**config.mk**
```make
export PLATFORM = sky130hd
export DESIGN_NAME = ws2812_tx_driver
export DESIGN_NICKNAME = d
export VERILOG_FILES = /design/src/rtl/ws2812_tx_driver_pkg.sv /design/src/rtl/ws2812_tx_driver_bit_encoder.sv /design/src/rtl/ws2812_tx_driver.sv
export SDC_FILE = /design/constraint.sdc
export NUM_CORES = 1
export LEC_CHECK = 0
export CAP_MARGIN = 10
export CORE_ASPECT_RATIO = 1.4
export CORE_MARGIN = 1
export CORE_UTILIZATION = 50
export CTS_BUF_LIST = sky130_fd_sc_hd__clkbuf_4 sky130_fd_sc_hd__clkbuf_8
export DETAILED_ROUTE_END_ITERATION = 12
export MAX_ROUTING_LAYER = met4
export PLACE_DENSITY = 0.76
export SLEW_MARGIN = 20
export SYNTH_ARGS = -nofsm -noshare
export SYNTH_HDL_FRONTEND = slang
export SYNTH_SLANG_ARGS = --single-unit
```
**constraint.sdc**
```tcl
create_clock -name i_clk -period 1.9 [get_ports i_clk]
set_input_delay 0.38 -clock i_clk [delete_from_list [all_inputs] [get_ports i_clk]]
set_output_delay 0.38 -clock i_clk [all_outputs]
set_load 0.01 [all_outputs]
```
**src/rtl/ws2812_tx_driver_pkg.sv**
```systemverilog
// Shared types and nominal timing for the WS2812 transmit driver.
package ws2812_tx_driver_pkg;

    // Nominal timing at 50 MHz.
    localparam int unsigned T0H_CYC_DEF  = 20;
    localparam int unsigned T1H_CYC_DEF  = 40;
    localparam int unsigned TBIT_CYC_DEF = 63;
    localparam int unsigned TRET_CYC_DEF = 2600;

    localparam int unsigned WORD_W = 24;
    localparam int unsigned IDX_W  = 5;

    typedef enum logic [2:0] {
        ST_IDLE = 3'd0,
        ST_HIGH = 3'd1,
        ST_LOW  = 3'd2,
        ST_GAP  = 3'd3,
        ST_RET  = 3'd4
    } tx_state_e;

    typedef struct packed {
        logic              last;
        logic [WORD_W-1:0] data;
    } pixel_t;

endpackage

```
**src/rtl/ws2812_tx_driver_bit_encoder.sv**
```systemverilog
// Pulse-width encoder: owns the cycle counter and the registered serial line.
// start begins a bit period (high phase first); hold begins a low-only wait.
module ws2812_tx_driver_bit_encoder
    import ws2812_tx_driver_pkg::*;
#(
    parameter int unsigned T0H_CYC  = T0H_CYC_DEF,
    parameter int unsigned T1H_CYC  = T1H_CYC_DEF,
    parameter int unsigned TBIT_CYC = TBIT_CYC_DEF,
    parameter int unsigned TRET_CYC = TRET_CYC_DEF,
    localparam int unsigned CNT_W   = $clog2(TRET_CYC + 1)
) (
    input  logic             clk,
    input  logic             rst_n,
    input  logic             start,
    input  logic             bit_val,
    input  logic             hold,
    output logic             serial,
    output logic [CNT_W-1:0] cnt,
    output logic             high_done_c,
    output logic             bit_done_c
);

    logic             bit_q;
    logic [CNT_W-1:0] t_high_c;

    // Last high cycle depends on the bit being sent; bit period ends at TBIT-1.
    assign t_high_c    = bit_q ? CNT_W'(T1H_CYC - 1) : CNT_W'(T0H_CYC - 1);
    assign high_done_c = serial && (cnt == t_high_c);
    assign bit_done_c  = (cnt == CNT_W'(TBIT_CYC - 1));

    // Counter and line: restart on start/hold, otherwise count and drop after the high time.
    always_ff @(posedge clk or negedge rst_n) begin
        if (!rst_n) begin
            cnt    <= '0;
            serial <= 1'b0;
            bit_q  <= 1'b0;
        end else if (start) begin
            cnt    <= '0;
            serial <= 1'b1;
            bit_q  <= bit_val;
        end else if (hold) begin
            cnt    <= '0;
            serial <= 1'b0;
        end else begin
            cnt <= cnt + CNT_W'(1);
            if (high_done_c) begin
                serial <= 1'b0;
            end
        end
    end

endmodule

```
**src/rtl/ws2812_tx_driver.sv**
```systemverilog
// WS2812 chain driver: valid/ready pixel intake, MSB-first pulse-width
// serialisation and end-of-frame latch low period.
// Optional feature macro: WS2812_TX_PREFETCH_EN adds a one-word holding
// register so consecutive pixels stream without a gap.
module ws2812_tx_driver
    import ws2812_tx_driver_pkg::*;
#(
    parameter int unsigned T0H_CYC  = T0H_CYC_DEF,
    parameter int unsigned T1H_CYC  = T1H_CYC_DEF,
    parameter int unsigned TBIT_CYC = TBIT_CYC_DEF,
    parameter int unsigned TRET_CYC = TRET_CYC_DEF
) (
    input  logic              i_clk,
    input  logic              i_rst_n,
    input  logic [WORD_W-1:0] i_data,
    input  logic              i_valid,
    input  logic              i_last,
    output logic              o_ready,
    output logic              o_serial,
    output logic              o_busy,
    output logic              o_underrun
);

    localparam int unsigned CNT_W = $clog2(TRET_CYC + 1);

    tx_state_e         state_q, state_d;
    logic [WORD_W-1:0] shift_q;
    logic [IDX_W-1:0]  idx_q;
    logic              last_q;

    pixel_t            in_word_c, load_word_c, hold_word_c;
    logic              xfer_c, hold_full_c;
    logic              start_c, hold_c, load_c, load_sel_c, shift_c, bit_c;
    logic              underrun_d, ready_d;
    logic [CNT_W-1:0]  cnt;
    logic              high_done_c, bit_done_c;

    assign in_word_c   = '{last: i_last, data: i_data};
    assign xfer_c      = i_valid && o_ready;
    assign load_word_c = load_sel_c ? hold_word_c : in_word_c;
    assign bit_c       = load_c ? load_word_c.data[WORD_W-1] : shift_q[WORD_W-2];

`ifdef WS2812_TX_PREFETCH_EN
    pixel_t hold_q;
    logic   hold_valid_q, hold_valid_d, hold_fill_c, hold_take_c;

    // A transfer not consumed directly by the shifter parks in the holder.
    assign hold_fill_c  = xfer_c && !load_c;
    assign hold_take_c  = load_c && load_sel_c;
    assign hold_valid_d = hold_fill_c || (hold_valid_q && !hold_take_c);
    assign hold_full_c  = hold_valid_q;
    assign hold_word_c  = hold_q;
    assign ready_d      = !hold_valid_d && (state_d != ST_RET);

    // Holding register for the next pixel.
    always_ff @(posedge i_clk or negedge i_rst_n) begin
        if (!i_rst_n) begin
            hold_valid_q <= 1'b0;
            hold_q       <= '0;
        end else begin
            hold_valid_q <= hold_valid_d;
            if (hold_fill_c) begin
                hold_q <= in_word_c;
            end
        end
    end
`else
    assign hold_full_c = 1'b0;
    assign hold_word_c = '0;
    assign ready_d     = (state_d == ST_IDLE) || (state_d == ST_GAP);
`endif

    // State register; reset lands in RET so the chain latches before first use.
    always_ff @(posedge i_clk or negedge i_rst_n) begin
        if (!i_rst_n) begin
            state_q <= ST_RET;
        end else begin
            state_q <= state_d;
        end
    end

    // Next-state and datapath controls.
    always_comb begin
        state_d    = state_q;
        start_c    = 1'b0;
        hold_c     = 1'b0;
        load_c     = 1'b0;
        load_sel_c = 1'b0;
        shift_c    = 1'b0;
        underrun_d = 1'b0;
        case (state_q)
            ST_IDLE: begin
                if (hold_full_c) begin
                    load_c     = 1'b1;
                    load_sel_c = 1'b1;
                    start_c    = 1'b1;
                    state_d    = ST_HIGH;
                end else if (xfer_c) begin
                    load_c  = 1'b1;
                    start_c = 1'b1;
                    state_d = ST_HIGH;
                end
            end
            ST_HIGH: begin
                if (high_done_c) begin
                    state_d = ST_LOW;
                end
            end
            ST_LOW: begin
                if (bit_done_c) begin
                    if (idx_q != '0) begin
                        shift_c = 1'b1;
                        start_c = 1'b1;
                        state_d = ST_HIGH;
                    end else if (last_q) begin
                        hold_c  = 1'b1;
                        state_d = ST_RET;
                    end else if (hold_full_c) begin
                        load_c     = 1'b1;
                        load_sel_c = 1'b1;
                        start_c    = 1'b1;
                        state_d    = ST_HIGH;
                    end else if (xfer_c) begin
                        load_c  = 1'b1;
                        start_c = 1'b1;
                        state_d = ST_HIGH;
                    end else begin
                        hold_c     = 1'b1;
                        underrun_d = 1'b1;
                        state_d    = ST_GAP;
                    end
                end
            end
            ST_GAP: begin
                if (xfer_c) begin
                    load_c  = 1'b1;
                    start_c = 1'b1;
                    state_d = ST_HIGH;
                end else if (cnt == CNT_W'(TRET_CYC - 1)) begin
                    state_d = ST_IDLE;
                end
            end
            ST_RET: begin
                if (cnt == CNT_W'(TRET_CYC - 1)) begin
                    state_d = ST_IDLE;
                end
            end
            default: begin
                hold_c  = 1'b1;
                state_d = ST_RET;
            end
        endcase
    end

    // Shift register, bit index and end-of-frame flag.
    always_ff @(posedge i_clk or negedge i_rst_n) begin
        if (!i_rst_n) begin
            shift_q <= '0;
            idx_q   <= '0;
            last_q  <= 1'b0;
        end else if (load_c) begin
            shift_q <= load_word_c.data;
            idx_q   <= IDX_W'(WORD_W - 1);
            last_q  <= load_word_c.last;
        end else if (shift_c) begin
            shift_q <= {shift_q[WORD_W-2:0], 1'b0};
            idx_q   <= idx_q - IDX_W'(1);
        end
    end

    // Registered handshake and status outputs.
    always_ff @(posedge i_clk or negedge i_rst_n) begin
        if (!i_rst_n) begin
            o_ready    <= 1'b0;
            o_busy     <= 1'b1;
            o_underrun <= 1'b0;
        end else begin
            o_ready    <= ready_d;
            o_busy     <= (state_d != ST_IDLE);
            o_underrun <= underrun_d;
        end
    end

    ws2812_tx_driver_bit_encoder #(
        .T0H_CYC  (T0H_CYC),
        .T1H_CYC  (T1H_CYC),
        .TBIT_CYC (TBIT_CYC),
        .TRET_CYC (TRET_CYC)
    ) u_enc (
        .clk         (i_clk),
        .rst_n       (i_rst_n),
        .start       (start_c),
        .bit_val     (bit_c),
        .hold        (hold_c),
        .serial      (o_serial),
        .cnt         (cnt),
        .high_done_c (high_done_c),
        .bit_done_c  (bit_done_c)
    );

endmodule

```
==> results of run 1 <==
-- worst max-delay path by stage --
stage	from	endpoint	cells past startpoint
after global routing	u_enc.cnt[0]	shift_q[12]	9
after detailed placement	u_enc.cnt[0]	idx_q[1]	8
after global placement	idx_q[1]	o_ready	8
after floorplan	idx_q[0]	last_q	8
after CTS	u_enc.cnt[0]	shift_q[21]	7
final	u_enc.cnt[0]	shift_q[12]	9
-- final cells by class --
class | instances | area [um2]
Fill cell | 317 | 1110
Clock inverter | 3 | 50.0
Sequential cell | 49 | 1230
Tap cell | 62 | 77.6
Multi-Input combinational cell | 156 | 1280
Clock buffer | 5 | 68.8
Inverter | 4 | 15.0
Timing Repair Buffer | 89 | 811
-- kinds of logic (layout without fill, tap and decap cells) --
family | Yosys count | in the layout | synth area share [%]
fa+ha+maj | 4 | 4 | 2.03
simple gates | 73 | 73 | 18.1
flops | 49 | 49 | 49.9
compound gates | 57 | 57 | 17.7
xor+xnor | 15 | 15 | 5.34
mux | 7 | 7 | 3.20
buf+inv | 17 | 101 | 3.71
-- registers in the layout (all words and copies together), names as in the netlist --
name,cells
state_q,3
u_enc.cnt,12
o_busy,1
o_underrun,1
u_enc.serial,1
shift_q,23
last_q,1
u_enc.bit_q,1
idx_q,5
o_ready,1
-- report_power, final --
part           switching, uW  total [uW]  internal, uW
combinational            778        1830          1050
sequential               264        1690          1420
clock                    394         797           404
total                   1440        4310          2880
-- what timing repair did --
| action | in CTS | in global routing |
|---|---|---|
| hold endpoints to repair | 11 | 0 |
| resized for setup | 20 | 12 |
| setup endpoints to repair | 32 | 34 |
| hold buffers | 1 | 0 |
| pin swaps | 6 | 9 |
| buffers inserted | 8 | 4 |
| cloned | 0 | 2 |
-- metal layers --
| metal | vias to the layer above | part of all wire [%] | GRT usage (%) |
|---|---|---|---|
| met3 | 23 | 3.7 | 4.27 |
| li1 | 973 | - | - |
| met4 | 0 | 4.8 | 12.4 |
| met1 | 1061 | 38 | 28.2 |
| met2 | 65 | 53 | 42.9 |
| met5 | - | 0 | - |
-- critical path, delay by kind of cell (launching register included) --
kind                       cells  cell delay [ps]
adders and majority gates      1              140
AOI/OAI and AO/OA              3              450
and+or+nand+nor                2              490
buffers and inverters          3              410
DFF                            1              410
-- cell usage in the layout, fill, tap and decap left out, drive strengths merged, types with 2 or more instances in the layout --
| master | synthesis | final |
|---|---|---|
| xor2 | 12 | 12 |
| nand2b | 5 | 5 |
| and3b | 2 | 2 |
| clkdlybuf4s50 | 0 | 30 |
| a21oi | 3 | 3 |
| nand2 | 9 | 9 |
| dfstp | 2 | 2 |
| inv | 4 | 5 |
| dfrtp | 47 | 47 |
| nor3b | 3 | 3 |
| and4 | 3 | 3 |
| nor4b | 3 | 3 |
| ha | 4 | 4 |
| nor2 | 19 | 19 |
| o21ai | 7 | 7 |
| nor3 | 3 | 3 |
| a31oi | 2 | 2 |
| nand4 | 7 | 7 |
| a21o | 19 | 19 |
| a22o | 21 | 21 |
| mux2 | 7 | 7 |
| buf | 11 | 56 |
| nand3 | 9 | 9 |
| xnor2 | 3 | 3 |
| clkbuf | 2 | 7 |
-- metrics by stage --
step           setup WS (ps)  cell area [um2]  TNS [ps]  power (uW)  utilization [%]
5_1_grt                 -167             3530     -4570        4570             76.1
3_3_place_gp            -121             3110     -2990        3170             66.9
3_5_place_dp            -155             3110     -3690        3230             66.9
4_1_cts                -48.2             3380      -818        4160             72.8
6_report                -107             3530     -2260        4310             76.1
2_1_floorplan           -136             2480      -545        2620                -
==> results.py, run 1 <==
metrics = {
    "timing": {
        "setup_viol": 33,
        "tightest_slew_ps": 426,
        "clock.fmax_mhz": 498,
        "worst_slack_ps": -107,
        "rsz0062_at_grt": "true",
        "whs_ps": 502,
        "finClkSkew_ps": 16.5,
        "slew_headroom_pct": 71.6,
        "finalMaxSlewViolations": 0,
        "post-route-period-util_pct": 106,
        "hold_viol": 0,
        "fin_crit_ps": 2010,
    },
    "logic_synthesis": {
        "synthArstFlopShare_pct": 100,
        "netlist.top_cell.by_area": "dfrtp_1",
        "ys.flop_type": "dfrtp_1",
        "syn_inst": 222,
        "netlist_top_cells_area": "dfrtp_1 48%, a22o_1 7.5%, a21o_1 5.8%, xor2_1 4.3%, nor2_1 2.7%",
        "netlist-cell-type-count": 49,
        "synth_top_area_share_pct": 47.8,
        "syn_area_um2": 2460,
        "yosys_warnings": 0,
        "syn_nets": 254,
        "synth_seq_cells": 49,
        "synthTopCellsByCount": "47 x dfrtp_1, 21 x a22o_1, 19 x a21o_1",
        "synth.most_common_cell": "dfrtp_1",
        "yosysSeqAreaShare_pct": 49.9,
        "avgSynthCellArea_um2": 11.1,
        "synth-edff-count": 0,
    },
    "drt": {
        "num_vias": 2122,
        "first_iter_violations": 99,
        "viasPerCell": 5.77,
        "routed_wl_um": 6410,
        "avgRoutedWirePerCell_um": 17.4,
        "drc_errors": 0,
        "ant_nets": 0,
        "dr.pass1.iters": 4,
    },
    "worst_setup_path": {
        "worstPathCellList": "inv_1, ha_1, nor3b_4, buf_4, and4_4, a21oi_4, clkbuf_16, a22o_1, a21o_1",
        "end_kind": "flip-flop",
        "required_ps": 2130,
        "cpPeakStageDelay_ps": 410,
        "worst-path-max-fanout": 11,
        "crit_arrival_ps": 2240,
        "r2r_cells": 9,
        "r2r_end": "shift_q[12]",
        "slowest_stage": "dfrtp_1",
        "cp-start-kind": "flip-flop",
        "r2r-start": "u_enc.cnt[0]",
        "critPathKind": "flip-flop to flip-flop",
        "regToRegSetupSlack_ps": -110,
    },
    "grt": {
        "antenna_found_initial": 0,
        "grt_max_degree": 24,
        "first_global_vias": 2125,
        "overflow": 0,
        "track_usage_pct": 25.5,
        "grt_pass1_wl_um": 9540,
    },
    "clock_network": {
        "cts-htree-levels": 2,
        "cts_tree": "done",
        "clkLatencyLatePin_ps": 330,
        "cts.sinks": 49,
        "clk_pin_slew_worst_paths_ps": 110,
        "numCtsBuffers": 5,
        "clockBufferDepth": 2,
        "root_buffer": "clkbuf_8",
    },
    "final_layout": {
        "antenna_cells": 0,
        "area_growth_pct": 43.6,
        "fin_nets": 337,
        "fin_cells": 368,
        "drive_gt1_share_pct": 31.7,
    },
    "placement": {
        "place.gp.congestion": 0.885,
        "place_hpwl_um": 3860,
        "numPortBuffers": 31,
        "dpl.cell_count": 345,
    },
    "power": {
        "p_leak_uw": 0.00173,
        "ir_drop_mv": 0.725,
        "pwr_density_cell_nw_per_um2": 1220,
    },
    "run_status": {
        "violations": "negative setup slack",
        "outcome": "finished, violations left",
    },
    "floorplanning": {
        "start_util_pct": 53.0,
        "die_h_um": 85.0,
        "core_um2": 4640,
        "io_pins": 32,
        "die-area_um2": 5210,
        "rows": 29,
        "die_x_um": 61.3,
    },
    "job": {
        "maxCapViolations": 0,
    },
    "worst_hold_path": {
        "holdCritPathClass": "primary input to asynchronous set/reset pin",
    },
}
(Power assumes the default switching activity.)
==> run 2, diff against run 1 <==
--- a/config.mk
+++ b/config.mk
@@ -12,7 +12,7 @@
 export CTS_BUF_LIST = sky130_fd_sc_hd__clkbuf_4 sky130_fd_sc_hd__clkbuf_8
 export DETAILED_ROUTE_END_ITERATION = 12
 export MAX_ROUTING_LAYER = met4
-export PLACE_DENSITY = 0.76
+export PLACE_DENSITY = 0.73
 export SLEW_MARGIN = 20
 export SYNTH_ARGS = -nofsm -noshare
 export SYNTH_HDL_FRONTEND = slang
==> constraint.sdc (replaced) <==
create_clock -name i_clk -period 2 [get_ports i_clk]
set_input_delay 0.4 -clock i_clk [delete_from_list [all_inputs] [get_ports i_clk]]
set_output_delay 0.4 -clock i_clk [all_outputs]
set_load 0.01 [all_outputs]
==> run 2 against run 1 <==
The flow now finishes without violations. Clock skew shrank 11 ps. Worst hold slack lost 430 ps. Non-clock buffer count shrank 18. Combinational power shrank 17%. Critical endpoint is now last_q. Highest routed layer unchanged.
==> results.py, run 2 (synthesis results as in run 1) <==
metrics = {
    "power": {
        "ir_drop_mv": 0.677,
        "p_leak_uw": 0.00161,
        "pwr_density_cell_nw_per_um2": 1170,
    },
    "final_layout": {
        "largest_register": "shift_q",
        "final_cell_mix": "47 x dfrtp_1, 36 x buf_4, 30 x clkdlybuf4s50_1, 21 x a22o_1, 19 x a21o_1",
        "area_growth_pct": 34.5,
        "fin_util_pct": 71.3,
        "fin_nets": 319,
        "antenna_cells": 0,
        "top_regs": "shift_q x23, u_enc.cnt x12, idx_q x5",
        "drive_gt1_share_pct": 25.0,
        "fin_cells": 350,
        "mostFrequentLayoutCell": "dfrtp_1",
        "largest_register_ff_count": 23,
    },
    "worst_hold_path": {
        "holdCritPathClass": "primary input to asynchronous set/reset pin",
    },
    "drt": {
        "routed_wl_um": 5270,
        "drc_errors": 0,
        "num_vias": 1949,
        "ant_nets": 0,
        "first_iter_violations": 74,
        "dr.pass1.iters": 4,
        "avgRoutedWirePerCell_um": 15.1,
        "viasPerCell": 5.57,
    },
    "timing": {
        "setup_viol": 0,
        "slew_headroom_pct": 76.5,
        "finalMaxSlewViolations": 0,
        "rsz0062_at_grt": "true",
        "fin_crit_ps": 2000,
        "tightest_slew_ps": 348,
        "clock.fmax_mhz": 500,
        "hold_viol": 0,
        "post-route-period-util_pct": 100,
        "finClkSkew_ps": 5.85,
    },
    "floorplanning": {
        "core_um2": 4640,
        "rows": 29,
        "die_x_um": 61.3,
        "die-area_um2": 5210,
        "io_pins": 32,
        "die_h_um": 85.0,
        "start_util_pct": 53.0,
    },
    "clock_network": {
        "clockBufferDepth": 2,
        "root_buffer": "clkbuf_8",
        "cts_tree": "done",
        "cts.sinks": 49,
        "numCtsBuffers": 5,
        "cts-htree-levels": 2,
        "clkLatencyLatePin_ps": 300,
        "clk_pin_slew_worst_paths_ps": 90,
    },
    "grt": {
        "grt_pass1_wl_um": 8450,
        "overflow": 0,
        "track_usage_pct": 22.3,
        "grt_max_degree": 50,
        "first_global_vias": 1954,
        "antenna_found_initial": 0,
    },
    "worst_setup_path": {
        "cp-start-kind": "flip-flop",
        "regToRegSetupSlack_ps": 0.7,
        "end_kind": "flip-flop",
        "cp-endpoint": "last_q",
        "slowest_stage": "or4b_4",
        "r2r_end": "last_q",
        "cpPeakStageDelay_ps": 500,
        "critPathKind": "flip-flop to flip-flop",
        "cpLargestDelayFamily": "simple AND/OR/NAND/NOR gates",
        "worstPathCellList": "inv_2, ha_4, or4b_4, nor3_4, o211a_4, mux2_4",
        "r2r_cells": 6,
        "required_ps": 2190,
        "crit_buf_inv": 1,
        "worst-path-max-fanout": 8,
        "crit_arrival_ps": 2190,
        "crit_cells": 6,
        "r2r-start": "idx_q[1]",
        "worstSetupStartpoint": "idx_q[1]",
    },
    "placement": {
        "dpl.cell_count": 339,
        "numPortBuffers": 31,
        "place.gp.congestion": 0.889,
        "place_hpwl_um": 3570,
    },
    "job": {
        "maxCapViolations": 0,
    },
    "run_status": {
        "outcome": "complete, no violations",
    },
}
[run 2: changes by cell type in the layout (fill, tap and decap cells not counted), sizes merged]
| cell | delta |
|---|---|
| inv | -1 |
| dlygate4sd3 | -1 |
| clkinv | -1 |
| buf | -15 |
[run 2: layout make-up]
| type | count | area, um2 |
|---|---|---|
| clock buffer | 7 | 90.1 |
| clock inverter | 1 | 30.0 |
| fill | 370 | 1340 |
| inverter | 4 | 15.0 |
| multi-input combinational | 156 | 1230 |
| sequential | 49 | 1230 |
| tap | 62 | 77.6 |
| timing repair buffer | 71 | 638 |
[run 2: metal layers]
layer / GRT usage, % / share of wire [%]
met1: 26.3 / 43
met2: 37.2 / 53
met3: 3.66 / 2.2
met4: 8.47 / 1.8
met5: - / 0
[run 2: power by group]
group / internal [uW] / switching, uW
clock network: 421 / 320
logic: 885 / 638
registers: 1350 / 260
total: 2660 / 1220
[run 2: how the worst min path moves through the flow]
stage	start	end	slack [ps]	cells after the start
detailed placement	i_rst_n	u_enc.cnt[2]	410	2
finish	i_rst_n	u_enc.serial	70	2
global placement	i_rst_n	u_enc.cnt[5]	410	2
global route	i_rst_n	u_enc.cnt[9]	100	2
CTS	i_rst_n	u_enc.cnt[5]	80	2
floorplan	i_rst_n	idx_q[0]	100	0
[run 2: repair_timing]
action / in CTS / in global routing
setup buffers: 0 / 3
resized for setup: 3 / 19
hold buffers: 0 / 0
pin swaps: 0 / 5
endpoints found under the setup margin: 21 / 18
[run 2: stage by stage]
stage          setup slack (ps)  hold WS, ps  area (um2)  TNS (ps)  power, uW
2_1_floorplan             -36.3          104        2470      -145       2490
3_3_place_gp              -40.3          408        3070      -159       2970
3_5_place_dp              -81.3          407        3070      -420       3020
4_1_cts                    8.19         80.6        3210         0       3780
5_1_grt                   -67.2         98.2        3310      -322       4120
6_report                  0.654         72.9        3310         0       3880
==> run 3, diff against run 2 <==
--- a/config.mk
+++ b/config.mk
@@ -7,7 +7,7 @@
 export LEC_CHECK = 0
 export CAP_MARGIN = 10
 export CORE_ASPECT_RATIO = 1.4
-export CORE_MARGIN = 1
+export CORE_MARGIN = 2
 export CORE_UTILIZATION = 50
 export CTS_BUF_LIST = sky130_fd_sc_hd__clkbuf_4 sky130_fd_sc_hd__clkbuf_8
 export DETAILED_ROUTE_END_ITERATION = 12
==> run 3 against run 2 <==
First-iteration DRC count is 51% higher. Largest cell class unchanged. Combinational power is 9.9% higher. Worst hold slack better by 47 ps. Non-clock buffer count is 11 higher. Critical path type unchanged. Sequential share of layout area is 1.2 points lower. Utilization hardly changed. Final area is 3.4% higher. Clock power is 20% lower. Fmax is 0.93% higher. Sequential power hardly changed. Total power is 0.21% lower.
==> results.py, run 3 (synthesis results as in run 1) <==
metrics = {
    "final_layout": {
        "top_regs": "shift_q x23, u_enc.cnt x12, idx_q x5",
        "mostFrequentLayoutCell": "dfrtp_1",
        "fin_util_pct": 71.2,
        "largest_register_ff_count": 23,
        "area_growth_pct": 39.1,
        "drive_gt1_share_pct": 30.1,
        "final_cell_mix": "47 x dfrtp_1, 45 x buf_4, 30 x clkdlybuf4s50_1, 21 x a22o_1, 19 x a21o_1",
        "fin_nets": 330,
        "largest_register": "shift_q",
        "antenna_cells": 0,
    },
    "drt": {
        "ant_nets": 0,
        "routed_wl_um": 5890,
        "num_vias": 2052,
        "first_iter_violations": 112,
        "viasPerCell": 5.65,
        "drc_errors": 0,
        "dr.pass1.iters": 4,
        "avgRoutedWirePerCell_um": 16.2,
    },
    "worst_setup_path": {
        "cpLargestDelayFamily": "simple AND/OR/NAND/NOR gates",
        "critPathKind": "flip-flop to flip-flop",
        "crit_buf_inv": 1,
        "cpPeakStageDelay_ps": 500,
        "worstPathCellList": "inv_2, ha_4, or4b_4, nor3_4, o211a_4, mux2_4",
        "required_ps": 2190,
        "crit_arrival_ps": 2170,
        "end_kind": "flip-flop",
        "cp-start-kind": "flip-flop",
        "worst-path-max-fanout": 7,
        "regToRegSetupSlack_ps": 20,
        "slowest_stage": "or4b_4",
    },
    "placement": {
        "place_hpwl_um": 3910,
        "numPortBuffers": 31,
        "place.gp.congestion": 0.915,
    },
    "clock_network": {
        "root_buffer": "clkbuf_8",
        "clk_pin_slew_worst_paths_ps": 90,
        "cts-htree-levels": 2,
        "clkLatencyLatePin_ps": 300,
        "clockBufferDepth": 2,
        "cts.sinks": 49,
        "cts_tree": "done",
        "numCtsBuffers": 5,
    },
    "grt": {
        "antenna_found_initial": 0,
        "first_global_vias": 2151,
        "grt_pass1_wl_um": 9640,
        "grt_max_degree": 31,
        "overflow": 0,
        "track_usage_pct": 23.1,
    },
    "power": {
        "power_uw": 3870,
        "pwr_density_cell_nw_per_um2": 1130,
        "ir_drop_mv": 0.613,
        "p_leak_uw": 0.00165,
    },
    "floorplanning": {
        "die-area_um2": 5500,
        "core_um2": 4800,
        "io_pins": 32,
        "start_util_pct": 51.2,
        "die_x_um": 63.3,
        "die_h_um": 87.0,
        "rows": 30,
    },
    "worst_hold_path": {
        "holdCritPathClass": "primary input to asynchronous set/reset pin",
    },
    "timing": {
        "hold_viol": 0,
        "rsz0062_at_grt": "true",
        "finClkSkew_ps": 6.74,
        "slew_headroom_pct": 54.9,
        "finalMaxSlewViolations": 0,
        "fin_crit_ps": 1980,
        "tightest_slew_ps": 677,
        "setup_viol": 0,
        "post-route-period-util_pct": 99.0,
        "clock.fmax_mhz": 505,
        "whs_ps": 120,
    },
    "run_status": {
        "outcome": "complete, no violations",
    },
    "job": {
        "maxCapViolations": 0,
    },
}
run 3: area by class of cell:
| cell class | instances | area [um2] |
|---|---|---|
| clock buffer | 6 | 76.3 |
| timing repair buffer | 82 | 733 |
| inverter | 4 | 15.0 |
| clock inverter | 2 | 15.0 |
| fill | 378 | 1380 |
| multi-input combinational | 156 | 1270 |
| sequential | 49 | 1230 |
| tap | 64 | 80.1 |
run 3: worst paths after layout:
kind	start	to	depth (start not counted)
setup / recovery	idx_q[0]	last_q	6
hold / removal	i_rst_n	u_enc.cnt[10]	1
setup reg to reg	idx_q[0]	last_q	6
hold reg to reg	shift_q[0]	shift_q[0]	1
max in group asynchronous	i_rst_n	idx_q[4]	2
min in group i_clk	shift_q[0]	shift_q[0]	1
run 3: layer usage:
layer	vias up	part of all wire, %	global-route usage [%]
met3	16	3.7	4.14
met5	-	0	-
met1	1007	40	25.8
met2	71	54	40.9
met4	0	3.0	9.68
li1	958	-	-
run 3: per-stage QoR:
stage	cells	setup slack, ps	setup TNS [ps]	instance area, um2
after floorplan	222	-36.3	-145	2470
after global placement	347	-77.9	-1790	3110
after detailed placement	347	-195	-4170	3110
after CTS	359	-15.0	-39.8	3310
after global routing	363	-56.4	-938	3420
final	363	19.1	0	3420
run 3: worst reg2reg max path: stages, from the launching register on:
cell	delay, ps
dfrtp_1	400
inv_2	90
ha_4	140
or4b_4	500
nor3_4	160
o211a_4	260
mux2_4	320
run 3: where the power goes:
part	total, uW	internal (uW)	switching [uW]
clock network	595	260	334
logic	1670	972	702
registers	1600	1350	247
total	3870	2580	1280
run 3: what timing repair did:
| item | CTS | global route |
|---|---|---|
| hold buffers | 0 | 0 |
| gates cloned | 0 | 2 |
| buffers inserted | 4 | 2 |
| setup endpoints to repair | 29 | 43 |
| gates resized for setup | 20 | 12 |
| pin swaps | 5 | 7 |
